## src/rtl/isa_shared.sv

```systemverilog
// isa_shared: RV32I opcode and sign-extension selector constants shared by
// the decode stage, plus the decoded output bundle.
`default_nettype none

package isa_shared;

   localparam int XLEN  = 32;
   localparam int REG_W = 5;

   localparam logic [6:0] OP_LUI    = 7'b0110111;
   localparam logic [6:0] OP_AUIPC  = 7'b0010111;
   localparam logic [6:0] OP_JAL    = 7'b1101111;
   localparam logic [6:0] OP_JALR   = 7'b1100111;
   localparam logic [6:0] OP_BRANCH = 7'b1100011;
   localparam logic [6:0] OP_LOAD   = 7'b0000011;
   localparam logic [6:0] OP_STORE  = 7'b0100011;
   localparam logic [6:0] OP_IMM    = 7'b0010011;
   localparam logic [6:0] OP_OP     = 7'b0110011;

   localparam logic [2:0] SX_NONE = 3'b000;
   localparam logic [2:0] SX_1100 = 3'b001;
   localparam logic [2:0] SX_3100 = 3'b010;

   typedef struct packed {
      logic [XLEN-1:0]  pc;
      logic [6:0]       opcode;
      logic [2:0]       funct3;
      logic [6:0]       funct7;
      logic [REG_W-1:0] rd;
      logic [REG_W-1:0] rs1;
      logic [REG_W-1:0] rs2;
      logic [XLEN-1:0]  unextended;
      logic [2:0]       sx_op;
      logic             illegal;
   } decoded_t;

endpackage

`default_nettype wire

```

## src/rtl/instr_decode_stage_imm_assemble.sv

```systemverilog
// imm_assemble: combinational raw-immediate extraction and signext selector
// for one RV32I instruction.
`default_nettype none

module imm_assemble
   import isa_shared::*;
#(
   parameter int DATA_WIDTH = 32
) (
   input  logic [DATA_WIDTH-1:0] instr,
   output logic [DATA_WIDTH-1:0] unextended_data,
   output logic [2:0]            sx_op,
   output logic                  illegal
);

   always_comb begin
      unextended_data = '0;
      sx_op           = SX_NONE;
      illegal         = 1'b0;
      case (instr[6:0])
         OP_LOAD, OP_IMM, OP_JALR: begin
            unextended_data = {{(DATA_WIDTH-12){1'b0}}, instr[31:20]};
            sx_op           = SX_1100;
         end
         OP_STORE: begin
            unextended_data = {{(DATA_WIDTH-12){1'b0}}, instr[31:25], instr[11:7]};
            sx_op           = SX_1100;
         end
         OP_LUI, OP_AUIPC: begin
            unextended_data = {instr[31:12], {(DATA_WIDTH-20){1'b0}}};
            sx_op           = SX_3100;
         end
         // Branch and jump offsets are scrambled, so they are sign-extended
         // here and signext only passes them through.
         OP_BRANCH: begin
            unextended_data = {{(DATA_WIDTH-12){instr[31]}}, instr[7],
                               instr[30:25], instr[11:8], 1'b0};
            sx_op           = SX_3100;
         end
         OP_JAL: begin
            unextended_data = {{(DATA_WIDTH-20){instr[31]}}, instr[19:12],
                               instr[20], instr[30:21], 1'b0};
            sx_op           = SX_3100;
         end
         OP_OP: begin
            unextended_data = '0;
            sx_op           = SX_NONE;
         end
         default: begin
            illegal = 1'b1;
         end
      endcase
   end

endmodule

`default_nettype wire

```

## src/rtl/instr_decode_stage.sv

```systemverilog
// instr_decode_stage: 2-entry skid-buffered RV32I decode stage producing
// register fields, raw immediate and signext selector.
`default_nettype none

module instr_decode_stage
   import isa_shared::*;
#(
   parameter int DATA_WIDTH = 32,
   parameter int REG_ADDR_W = 5
) (
   input  logic                  clk,
   input  logic                  rst,
   input  logic                  flush,
   input  logic                  in_valid,
   output logic                  in_ready,
   input  logic [DATA_WIDTH-1:0] in_instr,
   input  logic [DATA_WIDTH-1:0] in_pc,
   output logic                  out_valid,
   input  logic                  out_ready,
   output logic [DATA_WIDTH-1:0] out_pc,
   output logic [6:0]            out_opcode,
   output logic [2:0]            out_funct3,
   output logic [6:0]            out_funct7,
   output logic [REG_ADDR_W-1:0] out_rd,
   output logic [REG_ADDR_W-1:0] out_rs1,
   output logic [REG_ADDR_W-1:0] out_rs2,
   output logic [DATA_WIDTH-1:0] unextended_data,
   output logic [2:0]            sx_op,
   output logic                  out_illegal
);

   logic [DATA_WIDTH-1:0] main_instr;
   logic [DATA_WIDTH-1:0] main_pc;
   logic                  main_valid;
   logic [DATA_WIDTH-1:0] skid_instr;
   logic [DATA_WIDTH-1:0] skid_pc;
   logic                  skid_valid;

   logic                  in_xfer;
   logic [DATA_WIDTH-1:0] imm_raw;
   logic [2:0]            imm_sx;
   logic                  imm_illegal;
   decoded_t              dec;

   assign in_ready = !skid_valid;
   assign in_xfer  = in_valid && !skid_valid;

   always_ff @(posedge clk or posedge rst) begin
      if (rst) begin
         main_instr <= '0;
         main_pc    <= '0;
         main_valid <= 1'b0;
         skid_instr <= '0;
         skid_pc    <= '0;
         skid_valid <= 1'b0;
      end else if (flush) begin
         main_valid <= 1'b0;
         skid_valid <= 1'b0;
      end else if (!main_valid) begin
         if (in_xfer) begin
            main_instr <= in_instr;
            main_pc    <= in_pc;
            main_valid <= 1'b1;
         end
      end else if (skid_valid) begin
         if (out_ready) begin
            main_instr <= skid_instr;
            main_pc    <= skid_pc;
            skid_valid <= 1'b0;
         end
      end else begin
         if (in_xfer && out_ready) begin
            main_instr <= in_instr;
            main_pc    <= in_pc;
         end else if (in_xfer) begin
            skid_instr <= in_instr;
            skid_pc    <= in_pc;
            skid_valid <= 1'b1;
         end else if (out_ready) begin
            main_valid <= 1'b0;
         end
      end
   end

   imm_assemble #(
      .DATA_WIDTH (DATA_WIDTH)
   ) u_imm_assemble (
      .instr           (main_instr),
      .unextended_data (imm_raw),
      .sx_op           (imm_sx),
      .illegal         (imm_illegal)
   );

   // Outputs are forced to zero whenever main is empty so stale or reset
   // contents never look like a decoded (or illegal) instruction.
   always_comb begin
      dec       = '0;
      dec.sx_op = SX_NONE;
      if (main_valid) begin
         dec.pc         = main_pc;
         dec.opcode     = main_instr[6:0];
         dec.funct3     = main_instr[14:12];
         dec.funct7     = main_instr[31:25];
         dec.rd         = main_instr[11:7];
         dec.rs1        = main_instr[19:15];
         dec.rs2        = main_instr[24:20];
         dec.unextended = imm_raw;
         dec.sx_op      = imm_sx;
         dec.illegal    = imm_illegal;
      end
   end

   assign out_valid       = main_valid;
   assign out_pc          = dec.pc;
   assign out_opcode      = dec.opcode;
   assign out_funct3      = dec.funct3;
   assign out_funct7      = dec.funct7;
   assign out_rd          = dec.rd;
   assign out_rs1         = dec.rs1;
   assign out_rs2         = dec.rs2;
   assign unextended_data = dec.unextended;
   assign sx_op           = dec.sx_op;
   assign out_illegal     = dec.illegal;

endmodule

`default_nettype wire
```

## config.mk

```make
export PLATFORM = sky130hd
export DESIGN_NAME = instr_decode_stage
export DESIGN_NICKNAME = d
export VERILOG_FILES = /design/src/rtl/isa_shared.sv /design/src/rtl/instr_decode_stage_imm_assemble.sv /design/src/rtl/instr_decode_stage.sv
export SDC_FILE = /design/constraint.sdc
export NUM_CORES = 1
export LEC_CHECK = 0
export CAP_MARGIN = 25
export CORE_MARGIN = 3
export CORE_UTILIZATION = 30
export CTS_BUF_LIST = sky130_fd_sc_hd__clkbuf_4
export DETAILED_ROUTE_END_ITERATION = 8
export GPL_TIMING_DRIVEN = 0
export SLEW_MARGIN = 15
export SYNTH_ARGS = -nofsm -noshare
export SYNTH_HDL_FRONTEND = slang
export SYNTH_SLANG_ARGS = --single-unit
```

## constraint.sdc

```tcl
create_clock -name clk -period 4.2 [get_ports clk]
set_clock_uncertainty 0.05 [all_clocks]
set_input_delay 0.63 -clock clk [delete_from_list [all_inputs] [get_ports clk]]
set_output_delay 0.63 -clock clk [all_outputs]
set_load 0.02 [all_outputs]
```

After elaboration in Yosys (flattened, before gate mapping):

Cells that the tools add are included.

* register bits: 130
* input bits: 69
* output and inout port bits: 102
* word-level logic and storage cells: 57

* equality and inequality tests: 11
* muxes and demuxes: 25
* bitwise gates (word level): 3
* reductions and logical operators: 12

Operator list (number)
* 32-bit two-way mux: 10
* 32-bit one-hot mux with 5 select lines: 1
* 100-bit two-way mux: 1
* 7-bit by 6-bit == test with 1-bit output (second input constant): 3
* 7-bit == test (second input constant): 3
* 7-bit by 5-bit == test with 1-bit output (second input constant): 2
* 1-bit two-way mux: 12
* 9-bit OR reduction: 1
* 4-bit OR reduction: 2
* 7-bit by 2-bit == test with 1-bit output (second input constant): 1
* 5-bit AND reduction: 1
* 2-bit one-hot mux with 2 select lines: 1
* 4-bit AND reduction: 1
* 2-bit nonzero test: 2
* 3-bit by 1-bit != test with 1-bit output (second input constant): 1
* 3-bit != test (second input constant): 1
* 1-bit NOT: 3
* 3-bit OR reduction: 1
* 1-bit logical AND: 2
* 2-bit OR reduction: 1
* 1-bit zero test: 1

Longest topological paths before layout:

* word-level depth: 7
* gate-level depth with buffers: 7
* depth with buffers taken out: 4

Modules after synthesis:

A second synthesis with hierarchy kept.

* cell total of the unflattened synthesis: 551
* area, all modules: 6939.2 µm²

By module, submodules not included
* instr_decode_stage: times used 1, cells each 467, area an instance 6346.1 µm², sequential area each 3253.1 µm²
* imm_assemble: times used 1, cells each 84, area an instance 593.1 µm², sequential area each 0.0 µm²

Worst setup path after synthesis:

Ideal clock, no wire load.

* path type: reg2out
* start: register main_instr[3]
* end: output unextended_data[17]
* data arrival time: 1.671 ns
* data required time: 3.520 ns
* setup slack: 1.849 ns
* stages on the path, launching flop included: 7
* buffers on the path: 2
* path through: dfrtp_1 -> buf_2 -> nand4b_4 -> nor3b_4 -> buf_2 -> o21ai_0 -> a21oi_1

* longest elaborated chain between the ends: 4
* elaborated cells on any way between the ends: 12
* classes of those cells: eq/ne (8); mux (2); reduce/logical (2)

RTL lines
* from (decl): RTL line instr_decode_stage.sv:32 `logic [DATA_WIDTH-1:0] main_instr;`
* from (signal assigned): RTL line instr_decode_stage.sv:61 `main_instr <= in_instr;`
* from (signal assigned): RTL line instr_decode_stage.sv:67 `main_instr <= skid_instr;`
* from (signal assigned): RTL line instr_decode_stage.sv:73 `main_instr <= in_instr;`
* 7-bit by 2-bit == test with 1-bit output (tied with other cells): RTL line instr_decode_stage_imm_assemble.sv:20 `case (instr[6:0])`
* 3-bit OR reduction / 2-bit OR reduction (equally long branches)
* 32-bit one-hot mux with 5 select lines (*): RTL line instr_decode_stage_imm_assemble.sv:20
* 100-bit two-way mux (*): RTL line instr_decode_stage.sv:99 `if (main_valid) begin`
* to (decl): RTL line instr_decode_stage.sv:27 `output logic [DATA_WIDTH-1:0] unextended_data,`

Every way passes the cells marked *; elsewhere a longest branch is shown, timed or not.

Worst setup path in the final report:

* start: register main_instr[2]
* end: output unextended_data[4]

Same word-level chain as after synthesis.

==> metrics <==
Synth Net Count 675; Final nets 864; Synth Instances 606; antenna cell count 0; clock network power share 0.238; Post-CTS Hold Buffers 0; Worst path top cell family by delay compound AO/OA/AOI/OAI gates; post-DR wirelength/cell 17.5 um; Bufs and invs on worst path 2; placed insts 1,051; Worst-path clk slew 0.12 ns; Worst-Skew Late Latency 0.52 ns; Synth cell types 41; top_reg_cell synth dfrtp_1; VDD IR-drop max 0.000155 V; Cell Area, Synth 6510 um2; FMAX 262 MHz; detailed placement HPWL 13.7 mm; final hold viol count 0; Max clock buf depth 2; gr ovfl total 0; Comb pwr share 0.267; Crit-path slowest cell o32ai_1; Die ar. 23,500 um2; total track usage 0.162; largest net degree at the start of global routing 88; Net Sw Power 1120 uW; DIE HEIGHT 153 um; crit end category primary output; clk root buf clkbuf_4; Tmin final 3.81 ns; Yosys reg bits 130; worst-path fanout max 10; post-synthesis async set-or-reset flop share 1.00; max-cap violations 0; DR pass1 iterations 4; critical path arrival 3.13 ns; crit path cell chain buf_2 > nand4bb_1 > o32ai_1 > a22oi_1 > nor2_1 > clkdlybuf4s50_1; worst slew pin tran 0.855 ns; Die X 153 um; outcome finished, final reports clean; Remaining DRCs 0; DRT antenna net count 0; PostCTS Resize Cnt 0; Non-Filler Instances 1,083; IO Pins 171; post-CTS setup buffers 0; first-pass GRT wire length 30.0 mm; Setup CP Type flop to primary output; Num CTS Buffers 17; WL final 19.0 mm; Lkg Pwr 0.00398 uW; Final period util 0.907; sequential fraction of the synthesis area 0.500; unrepaired setup endpoints after global routing no; vias per cell 4.72; H-tree Lvls 4; Synth Area per Inst 10.7 um2; synth warn 0; CTS tree built; layout cells sized above 1 0.172; Port Buf Inserts 169; Row Count 53; Area Overhead vs Synth 36.0%; CP peak stage delay 0.78 ns; max-slew violations 0; Slew headroom 0.428; pwr dens 396 nW/um2; Setup violations, final 0; DP Area 8580 um2; vias in the first global route 5,330; Sw Ratio 0.320; Worst Hold Class input pin to asynchronous set/reset pin; Num Clock Sinks 130; DR iter-0 viols 171; Final Cell Area 8850 um2; initial antenna violation count 2; worst path required time 3.52 ns; Internal 2390 uW; Core Area 21,200 um2; Post-synth EDFFs 0; Vias 5,116; GPL Wtd Cong 0.843; Fill cells 2,098; Worst setup SP type flop; Seq pwr share 0.495; starting density of the core 0.308
==> through the flow <==
step / TNS, ns / hold WS [ns] / power [uW] / setup slack (ns) / util
floorplan: 0 / 0.429 / 2320 / 0.0507 / -
global placement: -275.85 / 0.435 / 2680 / -2.13 / 0.404
detailed placement: 0 / 0.442 / 2710 / 0.992 / 0.406
CTS: 0 / 0.371 / 3560 / 0.351 / 0.418
global route: 0 / 0.382 / 3750 / 0.275 / 0.418
finish: 0 / 0.431 / 3510 / 0.389 / 0.418
==> cell type report <==
cell class	count	area (um2)	area share
plain buffers	46	282	0.0318
clock buffers	17	128	0.0144
clock inverters	15	143	0.0161
inverters	4	22.5	0.00254
multi-input cells	426	2960	0.334
flip-flops and latches	130	3250	0.368
well taps	275	344	0.0389
repair buffers	170	1720	0.194
==> cells in the final DEF (no fill, tap or decap), types with 2 or more instances in the layout <==
cell type          n
buf_4             10
clkinv_1           4
buf_2             21
o21ai_0            3
o21ai_1            7
buf_6              6
nor3_1             2
o32ai_1            2
clkinvlp_4         3
nor2_1            72
mux2i_1           64
clkinv_2           2
and2_1            66
nor3_2             2
nand3_1            4
clkinv_4           3
inv_1              3
mux2_2            64
a21oi_1           87
and3_1             6
nand2b_1           2
dfrtp_1          130
clkdlybuf4s50_1  169
a22oi_1            4
bufinv_16          2
clkbuf_4          17
nand2_1           20
clkbuf_1           9
xor2_1             2
==> logic make-up after synthesis <==
group           after synthesis  share of synthesized area
compound gates              111                     0.0944
other cells                   1                   0.000576
xor+xnor                      2                    0.00269
mux                         128                      0.209
buf+inv                      50                     0.0456
flops                       130                      0.500
simple gates                184                      0.148
==> power groups by stage <==
stage | combinational [uW] | clock (uW) | sequential, uW
floorplan | 614 | 0 | 1700
global placement | 927 | 0 | 1750
detailed placement | 947 | 0 | 1770
CTS | 950 | 876 | 1740
global route | 1040 | 928 | 1780
finish | 938 | 835 | 1740
==> Yosys cell counts (2+ instances only) <==
library cell    n  area, um2
inv_1           4       15.0
nor2_1         72        270
mux2_2         64        721
o21ai_1         7       35.0
buf_6           6       67.6
buf_2          21        105
a21oi_1        87        435
nor3_1          2       10.0
mux2i_1        64        641
nand2b_1        2       12.5
o21ai_0         3       15.0
o32ai_1         2       17.5
clkbuf_1        9       33.8
a22oi_1         4       30.0
and3_1          6       37.5
nor3_2          2       20.0
xor2_1          2       17.5
nand3_1         4       20.0
nand2_1        20       75.1
and2_1         66        413
dfrtp_1       130       3250
buf_4          10       75.1
==> flip-flops by register name, indices dropped and copies added, names as in the netlist <==
register / cells
skid_instr: 32
main_pc: 32
main_instr: 32
skid_pc: 32
skid_valid: 1
out_valid: 1
==> metal layers <==
layer  vias to the layer above  wire length, um  global-route usage
met3                        13             1200              0.0456
met1                      2487             8670               0.213
li1                       2473                -                   -
met5                         -               24                   0
met2                       139             8940               0.264
met4                         4              173              0.0412
==> final timing paths <==
check                                          start                         end  slack (ns)  depth (start not counted)
setup / recovery           main_instr[2]$_DFFE_PP0P_          unextended_data[4]        0.39                          6
hold / removal                                   rst     main_pc[13]$_DFFE_PP0P_        0.43                          2
setup reg to reg                 out_valid$_DFF_PP0_      main_pc[2]$_DFFE_PP0P_        2.15                          6
hold reg to reg               skid_pc[3]$_DFFE_PP0P_      skid_pc[3]$_DFFE_PP0P_        0.46                          1
max in group asynchronous                        rst  main_instr[25]$_DFFE_PP0P_        2.89                          3
min in group clk              skid_pc[3]$_DFFE_PP0P_      skid_pc[3]$_DFFE_PP0P_        0.46                          1
Power figures use the tool's default switching activity.
